`src/rtl/lru_way_select_if.sv`:
```
// lru_way_select_if: bus between the dcache controller and the LRU replacement unit
//   slave  (replacement unit): takes touch/victim_req/fill_done/flush_req; drives victim_valid/victim_way/busy/flush_done
//   master (controller):       the opposite directions
interface lru_way_select_if #(
  parameter int WAYS = 4,
  parameter int SETS = 8,
  parameter int WAY_W = $clog2(WAYS),
  parameter int IDX_W = $clog2(SETS)
);
  logic             touch;
  logic [IDX_W-1:0] touch_idx;
  logic [WAY_W-1:0] touch_way;
  logic             victim_req;
  logic [IDX_W-1:0] victim_idx;
  logic             victim_valid;
  logic [WAY_W-1:0] victim_way;
  logic             fill_done;
  logic             flush_req;
  logic             busy;
  logic             flush_done;
  modport slave (
    input  touch, touch_idx, touch_way, victim_req, victim_idx, fill_done, flush_req,
    output victim_valid, victim_way, busy, flush_done
  );
  modport master (
    output touch, touch_idx, touch_way, victim_req, victim_idx, fill_done, flush_req,
    input  victim_valid, victim_way, busy, flush_done
  );
endinterface

```
`src/rtl/lru_way_select.sv`:
```
// lru_way_select: per-set true-LRU replacement with registered victim hold and invalidate sweep
//   CLK, RST (async, active-high) plain ports; bus (slave modport) carries hits, victim
//   request/response, fill commit, flush request, busy and the flush_done pulse.
module lru_way_select #(
  parameter int WAYS = 4,
  parameter int SETS = 8,
  parameter int WAY_W = $clog2(WAYS),
  parameter int IDX_W = $clog2(SETS)
) (
  input logic CLK,
  input logic RST,
  lru_way_select_if.slave bus
);
  localparam logic [1:0] IDLE = 2'd0;
  localparam logic [1:0] HOLD = 2'd1;
  localparam logic [1:0] FLUSH = 2'd2;
  typedef logic [WAYS-1:0][WAY_W-1:0] ages_t;
  logic [1:0]       state;
  logic [IDX_W-1:0] cnt;
  logic [IDX_W-1:0] hold_idx;
  logic [WAY_W-1:0] vway;
  logic             fdone;
  logic [WAYS-1:0]  valid [SETS];
  ages_t            age [SETS];
  logic [WAY_W-1:0] sel_way;
  ages_t            touch_row;
  ages_t            fill_row;
  // Ages below the promoted way's age shift up by one, so they never exceed WAYS-1.
  function automatic ages_t promote(input ages_t a, input logic [WAY_W-1:0] w);
    promote = a;
    for (int i = 0; i < WAYS; i++)
      if (a[i] < a[w]) promote[i] = a[i] + 1'b1;
    promote[w] = '0;
  endfunction
  // Lowest-index invalid way wins; otherwise the LRU way. The descending pass overrides the LRU pick.
  always_comb begin
    sel_way = '0;
    for (int i = 0; i < WAYS; i++)
      if (age[bus.victim_idx][i] == WAY_W'(WAYS - 1)) sel_way = i[WAY_W-1:0];
    for (int i = WAYS - 1; i >= 0; i--)
      if (!valid[bus.victim_idx][i]) sel_way = i[WAY_W-1:0];
  end
  assign touch_row = promote(age[bus.touch_idx], bus.touch_way);
  assign fill_row = promote(age[hold_idx], vway);
  assign bus.victim_valid = state == HOLD;
  assign bus.victim_way = vway;
  assign bus.busy = state != IDLE;
  assign bus.flush_done = fdone;
  always_ff @(posedge CLK or posedge RST) begin
    if (RST) begin
      state <= IDLE;
      cnt <= '0;
      hold_idx <= '0;
      vway <= '0;
      fdone <= 1'b0;
      for (int s = 0; s < SETS; s++) begin
        valid[s] <= '0;
        for (int w = 0; w < WAYS; w++) age[s][w] <= w[WAY_W-1:0];
      end
    end else begin
      fdone <= 1'b0;
      case (state)
        IDLE: begin
          if (bus.flush_req) begin
            state <= FLUSH;
            cnt <= '0;
          end else begin
            if (bus.victim_req) begin
              vway <= sel_way;
              hold_idx <= bus.victim_idx;
              state <= HOLD;
            end
            if (bus.touch) age[bus.touch_idx] <= touch_row;
          end
        end
        HOLD: begin
          if (bus.flush_req) begin
            state <= FLUSH;
            cnt <= '0;
          end else if (bus.fill_done) begin
            valid[hold_idx][vway] <= 1'b1;
            age[hold_idx] <= fill_row;
            state <= IDLE;
          end
        end
        FLUSH: begin
          valid[cnt] <= '0;
          for (int w = 0; w < WAYS; w++) age[cnt][w] <= w[WAY_W-1:0];
          cnt <= cnt + 1'b1;
          if (cnt == IDX_W'(SETS - 1)) begin
            fdone <= 1'b1;
            state <= IDLE;
          end
        end
        default: state <= IDLE;
      endcase
    end
  end
endmodule

```
`src/flat_wrapper.sv`:
```
// flat-port wrapper written by rule: the top's interface ports become plain ports
module lru_way_select_flat 
#(
  parameter int WAYS = 4,
  parameter int SETS = 8,
  parameter int WAY_W = $clog2(WAYS),
  parameter int IDX_W = $clog2(SETS)
)
  (CLK, RST, bus_touch, bus_touch_idx, bus_touch_way, bus_victim_req, bus_victim_idx, bus_fill_done, bus_flush_req, bus_victim_valid, bus_victim_way, bus_busy, bus_flush_done);
  lru_way_select_if #(.WAYS(WAYS), .SETS(SETS), .WAY_W(WAY_W), .IDX_W(IDX_W)) bus_i ();
  input logic CLK;
  input logic RST;
  input wire logic [$bits(bus_i.touch)-1:0] bus_touch;
  input wire logic [$bits(bus_i.touch_idx)-1:0] bus_touch_idx;
  input wire logic [$bits(bus_i.touch_way)-1:0] bus_touch_way;
  input wire logic [$bits(bus_i.victim_req)-1:0] bus_victim_req;
  input wire logic [$bits(bus_i.victim_idx)-1:0] bus_victim_idx;
  input wire logic [$bits(bus_i.fill_done)-1:0] bus_fill_done;
  input wire logic [$bits(bus_i.flush_req)-1:0] bus_flush_req;
  output wire logic [$bits(bus_i.victim_valid)-1:0] bus_victim_valid;
  output wire logic [$bits(bus_i.victim_way)-1:0] bus_victim_way;
  output wire logic [$bits(bus_i.busy)-1:0] bus_busy;
  output wire logic [$bits(bus_i.flush_done)-1:0] bus_flush_done;
  assign bus_i.touch = bus_touch;
  assign bus_i.touch_idx = bus_touch_idx;
  assign bus_i.touch_way = bus_touch_way;
  assign bus_i.victim_req = bus_victim_req;
  assign bus_i.victim_idx = bus_victim_idx;
  assign bus_i.fill_done = bus_fill_done;
  assign bus_i.flush_req = bus_flush_req;
  assign bus_victim_valid = bus_i.victim_valid;
  assign bus_victim_way = bus_i.victim_way;
  assign bus_busy = bus_i.busy;
  assign bus_flush_done = bus_i.flush_done;
  lru_way_select #(.WAYS(WAYS), .SETS(SETS), .WAY_W(WAY_W), .IDX_W(IDX_W)) u_core (.CLK(CLK), .RST(RST), .bus(bus_i));
endmodule
```
`config.mk`:
```
export PLATFORM = sky130hd
export DESIGN_NAME = lru_way_select_flat
export DESIGN_NICKNAME = d
export VERILOG_FILES = /design/src/rtl/lru_way_select_if.sv /design/src/rtl/lru_way_select.sv /design/src/flat_wrapper.sv
export SDC_FILE = /design/constraint.sdc
export NUM_CORES = 1
export LEC_CHECK = 0
export CORE_MARGIN = 10
export CORE_UTILIZATION = 55
export CTS_BUF_LIST = sky130_fd_sc_hd__clkbuf_4
export CTS_CLUSTER_DIAMETER = 40
export DETAILED_ROUTE_END_ITERATION = 8
export GPL_TIMING_DRIVEN = 0
export PLACE_DENSITY = 0.73
export SKIP_LAST_GASP = 1
export SLEW_MARGIN = 10
export SYNTH_ARGS = -nofsm -noshare
export SYNTH_HDL_FRONTEND = slang
export SYNTH_SLANG_ARGS = --single-unit
```
`constraint.sdc`:
```
create_clock -name CLK -period 10.6 [get_ports CLK]
set_clock_uncertainty 0.2 [all_clocks]
set_input_delay 1.59 -clock CLK [delete_from_list [all_inputs] [get_ports CLK]]
set_output_delay 1.59 -clock CLK [all_outputs]
set_load 0.01 [all_outputs]
```
== After elaboration in Yosys (flattened, before gate mapping) ==
Index checks and enable logic that the tools add are counted.

* Bits of input ports: 14
* Bits in registers: 107

* Equality and inequality tests: 14
* Reductions and logical operators: 16
* Mux-type cells: 73
* Order comparisons: 19
* Bitwise gates (word level): 21
* Add/subtract/negate cells: 9

{| class="wikitable"
|+ Operator list
! cell !! count
|-
| 64-bit 2-to-1 mux || 4
|-
| 64-bit case mux with 3 select lines || 1
|-
| 8-bit demux with 3-bit select || 6
|-
| 64-bit bitwise mux || 2
|-
| 32-bit AND || 3
|-
| 32-bit inverter || 3
|-
| 32-bit bitwise OR || 3
|-
| 8-bit binary-select mux with 3-bit select || 3
|-
| 8-bit 2-to-1 mux || 9
|-
| 64-bit AND || 1
|-
| 32-bit 2-to-1 mux || 2
|-
| 64-bit inverter || 1
|-
| 64-bit bitwise OR || 1
|-
| 32-bit case mux with 2 select lines || 1
|-
| 2-bit 2-to-1 mux || 24
|-
| 4-bit demux with 3-bit select || 2
|-
| 4-bit 2-to-1 mux || 5
|-
| 2-bit by 1-bit adder with 2-bit output, second input constant || 8
|-
| 8-bit AND || 2
|-
| 4-bit greater-or-equal comparator, second input constant || 4
|-
| 2-bit < comparator || 8
|-
| 3-bit inverter with 4-bit output || 4
|-
| 8-bit inverter || 2
|-
| 4-bit binary-select mux with 3-bit select || 1
|-
| 27 further kinds || 52
|}

== Logic depth before layout (Yosys ltp) ==
Gate-level depths: netlist of run 1.

* Depth after elaboration: 13
* Mapped depth: 17
* Mapped depth without buffers: 14

== Worst setup path before layout of run 1 ==
OpenSTA, ideal clock, no wires.

* Path type: input to register
* From: input bus_touch_idx[1]
* To: register with a tool-made name
* Stages: 16
* Path slack: 5663 ps
* Data arrival time: 4652 ps
* Path buffers: 3
* Cells stage by stage: buf_4 buf_2 buf_2 mux4_2 nor2b_1 a221o_1 nor2_1 a21oi_1 a21oi_1 ha_1 nor3_1 xnor2_1 nand2_1 nor3_1 a21oi_1 o221ai_1

{| class="wikitable"
|+ RTL lines
! item !! line !! source
|-
| start, declared || flat_wrapper.sv:14 || <nowiki>input wire logic [$bits(bus_i.touch_idx)-1:0] bus_touch_idx;</nowiki>
|}

==> metrics.txt, run 1 <==
largest net degree at the start of global routing 74; initial core utilization 56.8%; Max Slew Vio Count 0; first-pass GRT wire length between 50000 and 60000 µm; CTS Sinks 107; slowest cell delay on critical path ~0.63 ns; R2R setup slack between 5 and 6 ns; reg-to-reg startpoint u_core.hold_idx[0]; Die Ht 140 µm; CTS root buffer clkbuf_4; initial antenna violation count 1; clock buffer depth 2; Most used DFF post-synth dfrtp_1; worst-case setup margin in the final layout 4.51 ns; register area share after synthesis 34.0%; via count 8566; Yosys Warn Count 0; vias in the first global route 7859; drt first pass iters 7; total track usage around a third; CP endpoint kind flip-flop; ANT nets after route 0; Hold Crit Start u_core.valid[22]; FF+latch count, synth 107; worst skew pair latency 0.53 ns; H-Tree Depth 3; post_cts resized 0; adder-cell share of the synthesized area roughly 2.2%; Die Footprint between 0.015 and 0.02 mm²; layout cells sized above 1 12.3%; Syn Nets approximately 960; period utilisation layout 57.4%; cell count after placement 1128; Setup crit start kind input pin; relative slew slack 23.5%; FP Rows 43; CP arrival 6.34 ns; final non-filler cell total between 1000 and 1500; CP delay by family, top compound AO/OA/AOI/OAI gates; Hold Slack 0.322 ns; setup TNS 0 ns; clock transition at the registers of the reported paths 0.18 ns; mux share of post-synthesis cell area between 10% and 20%; peak supply drop ~0.15 mV; IO Count 19; final hold violations 0; MaxCap Viol Count 0; Final nets between 900 and 1000; syn_area_per_cell between 8 and 9 µm²; worst slack at placement ~4.2 ns; Post-Synth XOR/XNOR Area less than 1%; CP Class in -> reg; drc violations 0; critical-path cell list clkdlybuf4s50_1 > buf_2 > buf_2 > nor3_1 > a22o_1 > a211oi_1 > a21oi_1 > a21oi_1 > ha_1 > nor3_1 > xnor2_1 > nand2_1 > nor3_1 > a21oi_1 > o221ai_1; Netlist cell types 71; Worst Hold Depth 1; fraction of the mapped netlist area in simple logic gates 19.3%; Synth Cell Area 0.00798 mm²; RSZ-0062 raised after global routing false; max frequency 0.164 GHz; CTS tree yes; final wirelength about 35000 µm; total CTS buffers 9; Top Metal Used met4; drt wl/cell 30.2 µm; DIE WIDTH 140 µm; CP max stage cell a211oi_1; metal2 WL around 14000 µm; Compound-Gate Fraction of Synth Area about 28%; Mapped Cells 931; Post-CTS Hold Fix Bufs 0; setup violators final 0; Worst Path Buf+Inv 3; drt first-iter violations 1617; Placeable Area between 0.01 and 0.015 mm²; met3 wire length 5810 µm; Post-synth EDFFs 0; status finished, final reports clean; postcts setup bufs 0; FFs w/ async S/R, synth 100%; number of port buffers 16; HPWL after DPL approximately 26000 µm; GP Congestion 1.08; Tmin final 6.09 ns; P&R area growth vs syn 6.88%; PD cells 359 mW/mm²; WHS Endpoint u_core.valid[22]; Pleak 3.32 nW; Vias/cell 7.47; Metal-1 WL 12500 µm; grt total ovfl 0; Critical Path RT 10.85 ns; worst min path class reg -> reg; worst reg2reg path depth 14; actual slew at the worst max-slew pin 1.14 ns; CP Max Fanout 10; main combinational cell family by area after synthesis compound AO/OA/AOI/OAI gates
==> Yosys cell counts (all sizes together), types with 2 or more instances <==
cell	n	area, µm²
a21o	3	22.5
xnor2	4	35.0
nand3	22	110
mux2	18	203
mux4	24	541
and3b	5	43.8
clkbuf	33	128
xor2	4	35.0
or2	5	31.3
o21a	4	30.0
dfstp	32	841
nor3	12	60.1
a221oi	8	87.6
and2	6	37.5
inv	22	82.6
ha	14	175
a32o	3	30.0
nand3b	5	37.5
o221ai	22	193
mux2i	20	204
a32oi	5	43.8
nand2b	14	90.1
a211oi	8	60.1
and3	8	50.1
nor4	3	18.8
a31oi	16	100
o221a	3	33.8
a2bb2oi	4	35.0
buf	20	113
o22ai	8	50.1
o31ai	2	15.0
nor2	99	377
a221o	7	70.1
or3	7	48.8
a22o	32	280
dfrtp	75	1880
o211ai	18	145
nor2b	11	68.8
nand2	138	518
o21ai	90	462
a22oi	25	188
nor3b	4	35.0
a21oi	58	294
==> where the power goes <==
part           internal [mW]  switching, mW  total [mW]  leakage, nW
clock                 0.0518          0.161       0.213       0.0640
combinational          0.649           1.36        2.01         1.96
sequential             0.601          0.237       0.838         1.30
total                   1.30           1.76        3.06         3.32
==> layer usage <==
metal,vias to the layer above,global-route usage [%]
li1,3549,-
met1,4066,44.0
met2,751,46.1
met3,200,14.8
met4,0,19.4
met5,-,0
==> cell usage in the layout (no fill, tap or decap), types with 5 or more instances in the layout <==
cell type,Yosys,routed
a211oi_1,8,8
o22ai_1,8,8
a21oi_1,57,57
mux2_1,9,9
and3b_1,5,5
o221ai_1,22,22
inv_1,21,20
clkbuf_4,1,10
a221o_1,7,7
o211ai_1,16,16
a22o_1,32,32
mux2_2,9,9
a22oi_1,25,25
dfstp_2,32,32
a221oi_1,7,7
clkbuf_1,32,32
and3_1,8,8
mux4_2,24,24
a32oi_1,5,5
o21ai_0,64,64
nor2_1,97,97
o21ai_1,23,23
or3_1,6,6
clkdlybuf4s50_1,0,16
buf_2,12,12
nand3b_1,5,5
nand2b_1,13,13
a31oi_1,16,16
and2_1,6,6
nand2_1,138,138
dfrtp_1,75,75
ha_1,14,14
nor3_1,12,12
nor2b_1,11,11
nand3_1,22,22
mux2i_1,19,19
==> final cells by class <==
cell class | count | area [µm²]
diodes | 2 | 5.00
plain buffers | 53 | 240
clock buffers | 9 | 67.6
clock inverters | 7 | 58.8
fillers | 1289 | 5510
inverters | 22 | 87.6
multi-input cells | 749 | 4940
flip-flops and latches | 107 | 2720
well taps | 180 | 225
repair buffers | 17 | 188
==> cell families after synthesis <==
family          count (synthesis)
compound gates                324
buf+inv                        75
fa+ha+maj                      14
xor+xnor                        8
flops                         107
simple gates                  341
mux                            62
==> worst max-delay path by stage <==
stage | startpoint | to | slack, ns | cells past startpoint
4_1_cts | bus_touch_idx[0] | flip-flop | 4.70 | 15
3_5_place_dp | bus_touch_idx[0] | flip-flop | 4.16 | 15
2_1_floorplan | bus_touch_idx[1] | flip-flop | 5.66 | 16
6_report | bus_touch_idx[0] | flip-flop | 4.51 | 15
5_1_grt | bus_touch_idx[0] | flip-flop | 4.49 | 15
3_3_place_gp | bus_touch_idx[0] | flip-flop | 4.20 | 15
==> per-stage QoR <==
| step | instance area [µm²] | total power [mW] | utilization [%] |
|---|---|---|---|
| 2_1_floorplan | 7980 | 2.01 | - |
| 3_3_place_gp | 8370 | 2.71 | 59.6 |
| 3_5_place_dp | 8400 | 2.71 | 59.8 |
| 4_1_cts | 8530 | 2.92 | 60.7 |
| 5_1_grt | 8530 | 3.17 | 60.8 |
| 6_report | 8530 | 3.06 | 60.8 |
Note: power is estimated with default switching activity, not from simulation.
==> run 2, diff against run 1 <==
- clock period: 10.6 -> 5.94 ns (I/O delays scaled with it)
==> run 2 against run 1 <==
Compared with the run above: setup slack got worse by 4.2 ns; global-route usage about the same; hold slack worse by 0.0028 ns; critical path depth down 1; critical path type is now reg -> reg; largest power group unchanged.
==> metrics.txt, run 2 (same netlist as run 1, synthesis figures left out) <==
status finished, final reports clean; CP arrival 5.84 ns (-0.50 ns); Net Sw Frac 57.5% (+0.062 points); Hold Crit Start u_core.valid[13]; clock buffer depth 2 (unchanged); critical-path cell list buf_6 > clkbuf_1 > nor3b_1 > a22oi_1 > nand2_1 > nor2_1 > a211oi_1 > a21oi_1 > ha_1 > nor4_1 > xnor2_1 > nor2_1 > nand2_1 > o221ai_1; Power Internal 2.32 mW (+78%); commonest non-fill, non-tap cell in the layout nand2_1; crit path from u_core.hold_idx[0]; clock transition at the registers of the reported paths 0.19 ns (about the same); Setup crit start kind flip-flop; Vias/cell 7.41 (-0.84%); drt first-iter violations 1572 (-2.8%); worst skew pair latency 0.54 ns (about the same); RSZ-0062 raised after global routing false; CP Class reg -> reg; post_cts resized 0 (unchanged); total track usage 34.0% (-0.043 points); PD cells 641 mW/mm² (+79%); HPWL after DPL 26200 µm (unchanged); CTS Sinks 107 (unchanged); Placeable Area 0.0140 mm² (unchanged); grt total ovfl 0 (unchanged); H-Tree Depth 3 (unchanged); power share of the combinational group 65.7% (about the same); CP Max Fanout 10 (unchanged); relative slew slack 25.5% (+2.0 points); total CTS buffers 9 (unchanged); drt wl/cell 30.3 µm (+0.14%); switching power 3.15 mW (+79%); actual slew at the worst max-slew pin 1.11 ns (-0.0304 ns); FP Rows 43 (unchanged); DIE WIDTH 140 µm (unchanged); period utilisation layout ~94%; fillcell total 1289 (unchanged); clock group share of total power 7.0% (about the same); max frequency 0.179 GHz; P&R area growth vs syn 6.88% (unchanged); Pleak 3.32 nW (unchanged); initial core utilization 56.8% (unchanged); final hold violations 0 (unchanged); commonest non-fill, non-tap cells in the layout nand2_1, nor2_1, dfrtp_1, o21ai_0, a21oi_1; via count 8494 (-0.84%); largest net degree at the start of global routing 74 (unchanged); reg-to-reg startpoint u_core.hold_idx[0]; Seq pwr share 27.3% (about the same); final wirelength 34700 µm (+0.14%); initial antenna violation count 1 (unchanged); Post-CTS Hold Fix Bufs 0 (unchanged); layout cells sized above 1 12.3% (unchanged); worst-case setup margin in the final layout 0.349 ns (-4.16 ns); vias in the first global route 7872 (+0.17%); number of port buffers 16 (unchanged); Die Footprint 0.0197 mm² (unchanged); Tmin final 5.59 ns; CP endpoint kind flip-flop; Max Slew Vio Count 0 (unchanged); Final nets 987 (unchanged); ANT nets after route 0 (unchanged); peak supply drop 0.270 mV (+77%); setup TNS 0 ns (unchanged); IO Count 19 (unchanged); worst slack at placement 0.202 ns (-3.96 ns); worst min path class reg -> reg; GP Congestion 1.08 (unchanged); MaxCap Viol Count 0 (unchanged); slowest cell delay on critical path 0.88 ns (+0.25 ns); postcts setup bufs 0 (unchanged); first-pass GRT wire length 50600 µm (about the same); Die Ht 140 µm (unchanged); drt first pass iters 8 (+1); CTS root buffer clkbuf_4; CP max stage cell nor3b_1; Critical Path RT 6.19 ns (-4.66 ns); setup violators final 0 (unchanged); CTS tree yes; drc violations 0 (unchanged)
## run 2: stage by stage
stage	cells	power (mW)	hold slack, ns	instance area [µm²]	util [%]
2_1_floorplan	931	3.59	0.258	7980	-
3_3_place_gp	1127	4.83	0.277	8370	59.6
3_5_place_dp	1128	4.83	0.280	8400	59.8
4_1_cts	1144	5.21	0.321	8530	60.7
5_1_grt	1146	5.66	0.340	8530	60.8
6_report	1146	5.47	0.320	8530	60.8
## run 2: final cells by class
type,count,area (µm²),area share (%)
clock inverters,7,58.8,0.689
well taps,180,225,2.64
diodes,2,5.00,0.0587
inverters,22,87.6,1.03
clock buffers,9,67.6,0.792
multi-input cells,749,4940,57.9
flip-flops and latches,107,2720,31.9
repair buffers,17,188,2.20
plain buffers,53,240,2.82
## run 2: final timing paths
kind / end / cells past startpoint / slack [ns]
setup / recovery: flip-flop / 14 / 0.35
hold / removal: u_core.valid[13] / 2 / 0.32
setup reg to reg: flip-flop / 14 / 0.35
hold reg to reg: u_core.valid[13] / 2 / 0.32
max in group asynchronous: asynchronous set/reset pin / 3 / 4.31
min in group asynchronous: asynchronous set/reset pin / 2 / 0.49
## run 2: routing by layer
layer / GRT usage [%] / up-vias / wire length (µm)
li1: - / 3551 / -
met1: 43.4 / 4034 / 12900
met2: 46.2 / 721 / 13800
met3: 15.4 / 188 / 5480
met4: 19.6 / 0 / 2470
met5: 0 / - / 0
## run 2: worst max-delay path: cells and delay by family (launching register included)
family          cells  cell delay [ns]
fa+ha+maj           1             0.36
flops               1             0.47
buf+inv             2             0.73
compound gates      4             0.85
simple gates        6             2.78
xor+xnor            1             0.13
## run 2: power groups by stage
| stage | logic, mW | registers (mW) | clock network (mW) |
|---|---|---|---|
| 6_report | 3.59 | 1.49 | 0.384 |
| 5_1_grt | 3.78 | 1.48 | 0.400 |
| 4_1_cts | 3.40 | 1.43 | 0.373 |
| 3_5_place_dp | 3.39 | 1.45 | 0 |
| 3_3_place_gp | 3.38 | 1.45 | 0 |
| 2_1_floorplan | 2.34 | 1.25 | 0 |
